**config.mk**
```make
export PLATFORM = sky130hd
export DESIGN_NAME = decode_issue_queue
export DESIGN_NICKNAME = d
export VERILOG_FILES = /design/src/rtl/decode_issue_queue.sv
export SDC_FILE = /design/constraint.sdc
export NUM_CORES = 1
export LEC_CHECK = 0
export CORE_MARGIN = 8
export CORE_UTILIZATION = 55
export CTS_BUF_LIST = sky130_fd_sc_hd__clkbuf_4
export DETAILED_ROUTE_END_ITERATION = 10
export HOLD_SLACK_MARGIN = 0.12
export PLACE_DENSITY = 0.88
export SETUP_SLACK_MARGIN = 0.5
export SLEW_MARGIN = 30
export SYNTH_ARGS = -nofsm -noshare
export SYNTH_HDL_FRONTEND = slang
export SYNTH_SLANG_ARGS = --single-unit
```
**constraint.sdc**
```tcl
create_clock -name clk -period 7.5 [get_ports clk]
set_input_delay 1.5 -clock clk [delete_from_list [all_inputs] [get_ports clk]]
set_output_delay 1.5 -clock clk [all_outputs]
set_load 0.05 [all_outputs]
```
**src/rtl/decode_issue_queue.sv**
```systemverilog
// rtl/decode_issue_queue.sv - fetch-to-decode instruction queue with MIPS dual-issue pairing
// Circular buffer; slot outputs are show-ahead from head, gated by branch/serialise/RAW rules.
module decode_issue_queue #(
  parameter int DEPTH   = 8,
  parameter int FETCH_W = 2,
  parameter int ISSUE_W = 2
) (
  input  logic                      clk,
  input  logic                      rst,
  input  logic                      flush,
  input  logic [FETCH_W-1:0]        in_valid,
  input  logic [32*FETCH_W-1:0]     in_inst,
  input  logic [32*FETCH_W-1:0]     in_pc,
  output logic                      in_ready,
  output logic [ISSUE_W-1:0]        out_valid,
  output logic [32*ISSUE_W-1:0]     out_inst,
  output logic [32*ISSUE_W-1:0]     out_pc,
  input  logic                      out_ready,
  output logic [$clog2(DEPTH):0]    count
);
  localparam int PW = $clog2(DEPTH);
  localparam int CW = PW + 1;

  logic [31:0]          mem_inst [DEPTH];
  logic [31:0]          mem_pc   [DEPTH];
  logic [PW-1:0]        head, tail, head1;
  logic [CW-1:0]        cnt, push_n, pop_n;
  logic                 push_en;
  logic                 stalled;
  logic [FETCH_W-1:0]   held_valid;
  logic [31:0]          c0, c1;
  logic [4:0]           wr0;
  logic                 br0, br1, solo0, solo1, raw, v0, v1;

  function automatic logic is_br(input logic [31:0] inst);
    logic [5:0] op;
    logic [5:0] fn;
    op = inst[31:26];
    fn = inst[5:0];
    return (op == 6'b000001) || (op[5:1] == 5'b00001) || (op[5:2] == 4'b0001) ||
           (op == 6'b000000 && fn[5:1] == 5'b00100);
  endfunction

  function automatic logic is_solo(input logic [31:0] inst);
    logic [5:0] op;
    logic [5:0] fn;
    op = inst[31:26];
    fn = inst[5:0];
    return (op == 6'b010000) ||
           (op == 6'b000000 && (fn[5:1] == 5'b00110 || fn[5:2] == 4'b0100 || fn[5:3] == 3'b011));
  endfunction

  // Register 0 doubles as "no write", so it never creates a dependency.
  function automatic logic [4:0] wr_reg(input logic [31:0] inst);
    logic [5:0] op;
    op = inst[31:26];
    if (op == 6'b000000) return inst[15:11];
    if (op[5:3] == 3'b001 || op[5:3] == 3'b100) return inst[20:16];
    if (op == 6'b000011) return 5'd31;
    return 5'd0;
  endfunction

  always_comb begin
    in_ready = (cnt <= CW'(DEPTH - FETCH_W));
    push_en  = in_ready && !flush && (|in_valid);
    push_n   = '0;
    for (int i = 0; i < FETCH_W; i++) push_n = push_n + CW'(in_valid[i]);
  end

  assign head1 = head + PW'(1);
  assign c0    = mem_inst[head];
  assign c1    = mem_inst[head1];
  assign br0   = is_br(c0);
  assign br1   = is_br(c1);
  assign solo0 = is_solo(c0);
  assign solo1 = is_solo(c1);
  assign wr0   = wr_reg(c0);
  assign raw   = (wr0 != 5'd0) && (c1[25:21] == wr0 || c1[20:16] == wr0);

  // A branch waits for its delay slot only when the pair can issue together.
  assign v0 = !flush && (cnt != '0) && !(br0 && ISSUE_W == 2 && cnt < CW'(2));
  assign v1 = v0 && (cnt >= CW'(2)) && (br0 || (!solo0 && !solo1 && !br1 && !raw));

  generate
    if (ISSUE_W == 1) begin : g_single
      assign out_valid = v0;
      assign out_inst  = c0;
      assign out_pc    = mem_pc[head];
    end else begin : g_dual
      assign out_valid = {v1, v0};
      assign out_inst  = {c1, c0};
      assign out_pc    = {mem_pc[head1], mem_pc[head]};
    end
  endgenerate

  always_comb begin
    pop_n = '0;
    if (out_ready)
      for (int s = 0; s < ISSUE_W; s++) pop_n = pop_n + CW'(out_valid[s]);
  end

  always_ff @(posedge clk) begin
    if (rst || flush) begin
      head       <= '0;
      tail       <= '0;
      cnt        <= '0;
      stalled    <= 1'b0;
      held_valid <= '0;
    end else begin
      // Fetch must hold a refused bundle unchanged until it is taken.
      if (stalled) assert (in_valid == held_valid);
      head       <= head + PW'(pop_n);
      if (push_en) tail <= tail + PW'(push_n);
      cnt        <= cnt + (push_en ? push_n : CW'(0)) - pop_n;
      stalled    <= (|in_valid) && !in_ready;
      held_valid <= in_valid;
    end
  end

  always_ff @(posedge clk) begin
    if (push_en) begin
      for (int i = 0; i < FETCH_W; i++) begin
        if (in_valid[i]) begin
          mem_inst[tail + PW'(i)] <= in_inst[32*i +: 32];
          mem_pc[tail + PW'(i)]   <= in_pc[32*i +: 32];
        end
      end
    end
  end

  assign count = cnt;
endmodule
```
==> results.sh, run 1 <==
export IMPL_critPathSlowestCell="clkdlybuf4s50_1"
export IMPL_crit_type="register to output port"
export IMPL_fin_skew_ps=64.2
export IMPL_first_iter_violations=2029
export IMPL_slew_viol_final=0
export IMPL_fp_row_count=86
export IMPL_finalNonFillerCells=2839
export IMPL_power_leakage_uw=0.0112
export IMPL_die_w_microns=250
export IMPL_rsz0062_at_grt="no"
export IMPL_ys_types=50
export IMPL_worstSetupEndpointType="output port"
export IMPL_initial_utilization_pct=55.3
export IMPL_antenna_left=0
export IMPL_finalHoldViolations=0
export IMPL_vias=19100
export IMPL_crit_top_cell="o22ai_2"
export IMPL_path_cells="mux4_1 > mux2i_4 > inv_2 > or3_4 > or2_4 > o22ai_2 > xnor2_1 > nand2b_1 > o22ai_2 > a21oi_1 > clkdlybuf4s50_1"
export IMPL_slew_headroom_pct=34.7
export IMPL_clkSinkCount=522
export IMPL_status="finished, final reports clean"
export IMPL_finalCritPeriodShare_pct=89.9
export IMPL_final_cell_mix="mux2_2 (584), edfxtp_1 (512), clkdlybuf4s50_1 (268), mux4_2 (255), clkbuf_4 (197)"
export IMPL_numCtsBuffers=142
export IMPL_dp_cells=2587
export IMPL_dp_final_hpwl_microns=52000
export IMPL_synthCells=1696
export IMPL_start_kind="register"
export IMPL_seq_area_frac_synth_pct=51.5
export IMPL_grt_overflow=0
export IMPL_grt_max_degree=109
export IMPL_peakVddDrop_mv=0.154
export IMPL_die_area_sq_um=62700
export IMPL_yosys_register_bits=522
export IMPL_synth_edf_count=512
export IMPL_slowest_delay_ps=870
export IMPL_min_path_type="register to register"
export IMPL_path_clk_slew_ps=70
export IMPL_clockBufferDepth=3
export IMPL_core_sq_um=54700
export IMPL_yosys_warnings=0
export IMPL_synth_ff_type="edfxtp_1"
export IMPL_syn2layout_area_growth_pct=17.8
export IMPL_port_buffers=268
export IMPL_wl_microns=86800
export IMPL_cp_required_ps=6000
export IMPL_grt_pass1_vias=20200
export IMPL_routabilityCongestion=0.853
export IMPL_grt_util_all_layers_pct=27.2
export IMPL_fmax_ghz=0.148
export IMPL_crit_fanout=24
export IMPL_clock_latency_ps=1000
export IMPL_die_h_microns=250
export IMPL_antenna_found_initial=17
export IMPL_worst_pin_slew_ps=980
export IMPL_final_common_cell="mux2_2"
export IMPL_setup_violations=0
export IMPL_avgSynthCellArea_sq_um=17.8
export IMPL_num_io_pins=269
export IMPL_grt_first_pass_wirelength_microns=128000
export IMPL_drive_above_1_share_pct=53.0
export IMPL_tritoncts="done"
export IMPL_hold_ws_ps=630
export IMPL_arrival_ps=5240
export IMPL_drc=0
export IMPL_setup_tns_ps=0
export IMPL_vias_per_cell=6.73
export IMPL_fin_crit_ps=6740
export IMPL_cap_violations=0
export IMPL_drtPass1Iterations=7
export IMPL_synth_nets=1848
export IMPL_synthArstFlopShare_pct=0
export IMPL_cts_max_level=4
export IMPL_root_buffer="clkbuf_4"
export IMPL_synth_area_sq_um=30200
export IMPL_wl_per_cell_microns=30.6
export IMPL_nNetsFinal=2181
export IMPL_power_density_nw_per_um2=202
==> kinds of logic (layout without fill, tap and decap cells) <==
logic type	Yosys count	in the layout	share of synthesized area, %
muxes	898	898	43.0
xor gates and xnor gates	19	19	0.551
other	0	11	0
DFF	522	522	51.5
buffers and inverters	144	572	2.15
and+or+nand+nor	65	65	1.12
adders and majority gates	18	18	0.845
AOI/OAI and AO/OA	30	30	0.774
==> critical path: cells and delay by family (launching register included) <==
family	cells	cell delay, ps
buffers and inverters	2	950
XOR/XNOR	1	160
multiplexers	2	1000
AND/OR/NAND/NOR	3	860
AO/OA/AOI/OAI	3	600
flip-flops	1	670
==> stage by stage <==
step                total power (uW)  area [sq um]  util (%)  setup slack (ps)
finish                          7200         35600      65.1               760
global route                    7460         35600      65.1               497
CTS                             7240         35500      65.0               507
detailed placement              4750         33800      61.8              1530
global placement                4720         33800      61.7              1690
floorplan                       4270         30200         -              1040
==> state kept, by name (all words and copies together), names as in the netlist <==
| register | flops |
|---|---|
| count | 4 |
| head | 3 |
| mem_inst | 256 |
| mem_pc | 256 |
| tail | 3 |
==> timing repair <==
item,CTS,global route
resized for setup,2,2
hold buffers,0,0
gates cloned,0,0
setup buffers,1,1
endpoints found under the setup margin,1,1
==> layer usage <==
layer	vias to the layer above	wire length, microns	global-route usage (%)
met5	-	101	0
met4	16	2630	9.83
met3	198	9560	9.14
met2	1153	42500	44.5
met1	9889	32000	33.6
li1	7854	-	-
==> power by group <==
group	internal [uW]	switching (uW)	leakage (uW)
Clock	1280	1230	0.00100
Combinational	592	779	0.00545
Sequential	3290	40.5	0.00472
Total	5160	2050	0.0112
==> area by class of cell <==
cell class	count	area [sq um]
Fill cell	3717	19100
Sequential cell	522	15600
Multi-Input combinational cell	1030	14200
Timing Repair Buffer	313	3140
Clock buffer	197	1480
Tap cell	704	881
Clock inverter	42	226
Inverter	20	75.1
Antenna cell	11	27.5
==> final timing paths <==
| kind | from | to | slack [ps] | cells past startpoint |
|---|---|---|---|---|
| setup / recovery | head[1] | out_valid[1] | 760 | 11 |
| hold reg to reg | tail[2] | tail[2] | 630 | 2 |
| hold / removal | tail[2] | tail[2] | 630 | 2 |
| setup reg to reg | head[1] | count[3] | 2150 | 19 |
==> cell usage after synthesis (all sizes together) (2+ instances only) <==
library cell	count	share of area (%)
dfxtp	10	0.66
o21bai	2	0.050
or2	2	0.050
a21oi	5	0.083
xor2	12	0.35
nand2b	2	0.041
xnor2	7	0.20
mux2i	7	0.27
or3	3	0.079
mux2	635	24
o31ai	3	0.075
edfxtp	512	51
mux4	256	19
nand2	16	0.20
inv	20	0.25
buf	82	1.4
ha	14	0.58
clkbuf	42	0.52
nor2	21	0.26
o21ai	2	0.033
nand3b	4	0.099
a31oi	2	0.041
nor3	4	0.10
o22ai	10	0.33
and2	5	0.10
fa	4	0.26
nand3	3	0.050
Power figures use the tool's default switching activity.
==> run 2, diff against run 1 <==
- CORE_MARGIN: 8 -> default
==> run 2 against run 1 <==
Net effect: setup slack improved by 0.65 ps; non-clock buffer count down 2; highest routed layer unchanged; wire length down 2.9%; hold slack worse by 20 ps; combinational power is essentially flat; global-route usage up 3.3 points; die area shrank 11%; critical endpoint unchanged; register-to-register slack improved by 70 ps; first-iteration DRC count decreased by 1.4%; sequential share of layout area shrank 0.071 points; critical path depth unchanged; sequential cell count unchanged.
==> results.sh, run 2 (synthesized netlist as in run 1, its figures left out) <==
export IMPL_root_buffer="clkbuf_4"
export IMPL_grt_first_pass_wirelength_microns=125000
export IMPL_start_kind="register"
export IMPL_fp_row_count=85
export IMPL_tritoncts="done"
export IMPL_nNetsFinal=2179
export IMPL_min_path_type="register to register"
export IMPL_crit_fanout=82
export IMPL_slew_viol_final=0
export IMPL_finalHoldViolations=0
export IMPL_cts_hold_buf=0
export IMPL_clkSinkCount=522
export IMPL_pre_cts_ws_ps=1540
export IMPL_grt_overflow=0
export IMPL_fmax_ghz=0.148
export IMPL_die_area_sq_um=55900
export IMPL_rsz0062_at_grt="no"
export IMPL_drc=0
export IMPL_antenna_left=0
export IMPL_worstSetupEndpointType="output port"
export IMPL_die_h_microns=236
export IMPL_finalCritPeriodShare_pct=89.9
export IMPL_crit_type="register to output port"
export IMPL_setup_tns_ps=0
export IMPL_num_io_pins=269
export IMPL_setup_violations=0
export IMPL_clock_latency_ps=990
export IMPL_fin_util_pct=66.0
export IMPL_fin_crit_ps=6740
export IMPL_dp_final_hpwl_microns=50300
export IMPL_syn2layout_area_growth_pct=18.0
export IMPL_wl_microns=84200
export IMPL_grt_max_degree=83
export IMPL_die_w_microns=236
export IMPL_port_buffers=268
export IMPL_setup_ws_ps=761
export IMPL_vias_per_cell=6.69
export IMPL_routabilityCongestion=0.861
export IMPL_path_clk_slew_ps=70
export IMPL_clockBufferDepth=3
export IMPL_cap_violations=0
export IMPL_core_sq_um=54000
export IMPL_worst_pin_slew_ps=947
export IMPL_final_common_cell="mux2_2"
export IMPL_initial_utilization_pct=55.9
export IMPL_slew_headroom_pct=36.7
export IMPL_fill_cells=3639
export IMPL_arrival_ps=5240
export IMPL_numCtsBuffers=142
export IMPL_fin_skew_ps=48.8
export IMPL_power_leakage_uw=0.0112
export IMPL_antenna_found_initial=13
export IMPL_total_power_uw=7300
export IMPL_grt_pass1_vias=20200
export IMPL_power_density_nw_per_um2=205
export IMPL_peakVddDrop_mv=0.174
export IMPL_drive_above_1_share_pct=53.6
export IMPL_status="finished, final reports clean"
export IMPL_drtPass1Iterations=5
export IMPL_final_cell_mix="mux2_2 (584), edfxtp_1 (512), clkdlybuf4s50_1 (268), mux4_2 (255), clkbuf_4 (210)"
export IMPL_vias=19000
export IMPL_cp_required_ps=6000
export IMPL_cts_max_level=4
export IMPL_grt_util_all_layers_pct=30.5
export IMPL_wl_per_cell_microns=29.7
export IMPL_first_iter_violations=2001
[run 2: cell count changes in the layout (fill, tap and decap cells not counted), moves of 2 or more]
cell	previous run	this run
buf_6	3	5
inv_2	5	9
buf_4	35	31
clkinvlp_4	4	2
diode_2	11	14
clkinv_1	31	19
clkbuf_4	197	210
buf_12	4	6
buf_16	3	1
[run 2: layout make-up]
type / count / area [sq um] / share of cell area [%]
clock inverters: 33 / 211 / 0.593
inverters: 20 / 75.1 / 0.211
clock buffers: 210 / 1580 / 4.42
diodes: 14 / 35.0 / 0.0983
well taps: 696 / 871 / 2.44
repair buffers: 311 / 3120 / 8.75
multi-input cells: 1030 / 14200 / 39.8
flip-flops and latches: 522 / 15600 / 43.7
[run 2: where the power goes]
group          total (uW)  internal (uW)  switching [uW]
sequential           3340           3290            44.0
combinational        1370            594             775
clock                2600           1380            1220
[run 2: worst max-delay path, cell delays in order (launching register included)]
cell,delay (ps)
dfxtp_4,860
buf_12,530
mux4_2,390
mux2_2,300
nor4b_1,150
a21oi_1,140
nor2_1,90
a22o_1,200
a21oi_1,250
o211ai_1,140
a21oi_1,300
clkdlybuf4s50_1,870
[run 2: repair_timing]
item,4_1_cts,5_1_grt
gates resized for setup,0,0
setup endpoints to repair,1,1
endpoints found under the hold margin,0,0
pin swaps,0,1
setup buffers,1,1
[run 2: metal layers]
layer  vias to the layer above  global-route usage (%)  share of wire (%)
met2                      1141                    49.6                 50
met5                         -                       0               0.11
met3                       170                    9.03                 11
li1                       7848                       -                  -
met4                        12                    13.4                2.7
met1                      9813                    38.1                 37
[run 2: final timing paths]
check | from | to | slack [ps] | cells after the start
hold / removal | tail[2] | tail[2] | 610 | 2
hold reg to reg | tail[2] | tail[2] | 610 | 2
setup / recovery | head[0] | out_valid[1] | 760 | 11
setup reg to reg | head[0] | count[3] | 2220 | 19
[run 2: metrics by stage]
stage / instances / hold slack, ps / cell area (sq um)
detailed placement: 2577 / 601 / 33800
floorplan: 1696 / 552 / 30200
finish: 2836 / 610 / 35700
global route: 2834 / 641 / 35700
global placement: 2574 / 589 / 33700
CTS: 2821 / 614 / 35600
==> run 3, diff against run 2 <==
- CORE_UTILIZATION: 55 -> 50
- PLACE_DENSITY: 0.88 -> 0.81
==> run 3 against run 2 <==
Net effect: hold slack gained 39 ps; sequential share of layout area decreased by 0.083 points; clock skew fell by 4.5 ps.
==> results.sh, run 3 (synthesized netlist as in run 1, its figures left out) <==
export IMPL_syn2layout_area_growth_pct=18.2
export IMPL_crit_top_cell="o22ai_2"
export IMPL_total_power_uw=7170
export IMPL_setup_tns_ps=0
export IMPL_first_iter_violations=1764
export IMPL_grt_pass1_vias=19900
export IMPL_r2r_start="head[1]"
export IMPL_tritoncts="done"
export IMPL_cap_violations=0
export IMPL_crit_type="register to output port"
export IMPL_fin_skew_ps=44.3
export IMPL_dp_final_hpwl_microns=50100
export IMPL_grt_util_all_layers_pct=28.1
export IMPL_wl_per_cell_microns=29.2
export IMPL_nNetsFinal=2186
export IMPL_holdPathStages=2
export IMPL_use_met1_pct=35.5
export IMPL_whs_endpoint="tail[2]"
export IMPL_use_met3_pct=7.55
export IMPL_vias_per_cell=6.42
export IMPL_slew_headroom_pct=31.3
export IMPL_final_common_cell="mux2_2"
export IMPL_critPathSlowestCell="clkdlybuf4s50_1"
export IMPL_die_h_microns=248
export IMPL_gr_max_usage_layer="met2"
export IMPL_rr_worst_depth=17
export IMPL_path_cells="mux4_1 > mux2i_4 > inv_2 > or3_4 > nor3_4 > o22ai_2 > xor2_1 > nand3b_1 > o22ai_2 > a21oi_1 > clkdlybuf4s50_1"
export IMPL_root_buffer="clkbuf_4"
export IMPL_numCtsBuffers=143
export IMPL_clockBufferDepth=3
export IMPL_num_io_pins=269
export IMPL_start_kind="register"
export IMPL_slew_viol_final=0
export IMPL_worst_pin_slew_ps=1030
export IMPL_peakVddDrop_mv=0.149
export IMPL_path_clk_slew_ps=70
export IMPL_grt_first_pass_wirelength_microns=124000
export IMPL_slowest_delay_ps=880
export IMPL_fmax_ghz=0.150
export IMPL_drtPass1Iterations=7
export IMPL_power_density_nw_per_um2=201
export IMPL_min_path_type="register to register"
export IMPL_vias=18700
export IMPL_drc=0
export IMPL_core_sq_um=59400
export IMPL_routabilityCongestion=0.867
export IMPL_antenna_left=0
export IMPL_multi_input_area_sq_um=14200
export IMPL_initial_utilization_pct=50.9
export IMPL_port_buffers=268
export IMPL_rrSetupSlack_ps=2230
export IMPL_clkSinkCount=522
export IMPL_crit_fanout=20
export IMPL_drive_above_1_share_pct=53.0
export IMPL_finalHoldViolations=0
export IMPL_final_cell_mix="mux2_2 (584), edfxtp_1 (512), clkdlybuf4s50_1 (268), mux4_2 (255), clkbuf_4 (199)"
export IMPL_arrival_ps=5190
export IMPL_grt_overflow=0
export IMPL_hp_start="tail[2]"
export IMPL_fp_row_count=89
export IMPL_fin_crit_ps=6690
export IMPL_antenna_found_initial=10
export IMPL_worstSetupEndpointType="output port"
export IMPL_cp_required_ps=6000
export IMPL_setup_violations=0
export IMPL_rsz0062_at_grt="no"
export IMPL_clock_latency_ps=980
export IMPL_status="finished, final reports clean"
export IMPL_die_area_sq_um=61400
export IMPL_fill_cells=4332
export IMPL_die_w_microns=248
export IMPL_finalCritPeriodShare_pct=89.2
export IMPL_r2r_end="count[3]"
export IMPL_grt_max_degree=66
export IMPL_postCtsResizedCells=0
export IMPL_wl_microns=84900
export IMPL_seqCellArea_sq_um=15600
export IMPL_cts_max_level=4
export IMPL_power_leakage_uw=0.0112
export IMPL_use_met2_pct=45.7
[run 3: cell count changes in the layout (fill, tap and decap cells not counted), moves of 4 or more]
cell,previous run,this run
clkinv_1,19,34
clkbuf_4,210,199
buf_4,31,39
buf_6,5,0
inv_2,9,4
diode_2,14,10
[run 3: power breakdown]
part           internal, uW  switching [uW]  leakage, uW
combinational           592             774      0.00548
sequential             3290            39.0      0.00472
clock                  1280            1190      0.00101
total                  5170            2010       0.0112
[run 3: worst max-delay path by stage]
stage | from | to | slack [ps] | depth (start not counted)
CTS | head[1] | out_valid[1] | 540 | 11
detailed placement | head[1] | out_valid[1] | 1640 | 11
global placement | head[1] | out_valid[1] | 1730 | 9
floorplan | count[3] | mem_inst[6][0] | 1040 | 7
finish | head[1] | out_valid[1] | 810 | 11
global route | head[1] | out_valid[1] | 610 | 11
[run 3: layout make-up]
cell class / instances / share of cell area (%)
Sequential cell: 522 / 43.6
Multi-Input combinational cell: 1030 / 39.7
Timing Repair Buffer: 317 / 8.93
Clock buffer: 199 / 4.18
Tap cell: 773 / 2.71
Clock inverter: 40 / 0.571
Inverter: 20 / 0.210
Antenna cell: 10 / 0.0700
[run 3: what timing repair did]
item                       CTS  global route
setup buffers                0             3
hold buffers                 0             0
setup endpoints to repair    0             1
[run 3: stage by stage]
| stage | hold WS [ps] | cells | utilization [%] | setup WS [ps] | cell area, sq um |
|---|---|---|---|---|---|
| CTS | 642 | 2898 | 60.0 | 535 | 35600 |
| finish | 649 | 2911 | 60.2 | 812 | 35700 |
| detailed placement | 616 | 2659 | 57.2 | 1640 | 33900 |
| global route | 658 | 2907 | 60.2 | 609 | 35700 |
| floorplan | 552 | 1696 | - | 1040 | 30200 |
| global placement | 591 | 2656 | 57.1 | 1730 | 33900 |
[run 3: routing by layer]
metal  wire [microns]  vias up
met4             2170       10
met5               63        -
li1                 -     7846
met1            31900     9685
met2            41900      972
met3             8900      165
[run 3: critical path, delay by kind of cell (launching register included)]
| family | cells | cell delay (ps) |
|---|---|---|
| muxes | 2 | 920 |
| AOI/OAI and AO/OA | 3 | 620 |
| buffers and inverters | 2 | 950 |
| xor gates and xnor gates | 1 | 180 |
| and+or+nand+nor | 3 | 900 |
| DFF | 1 | 630 |
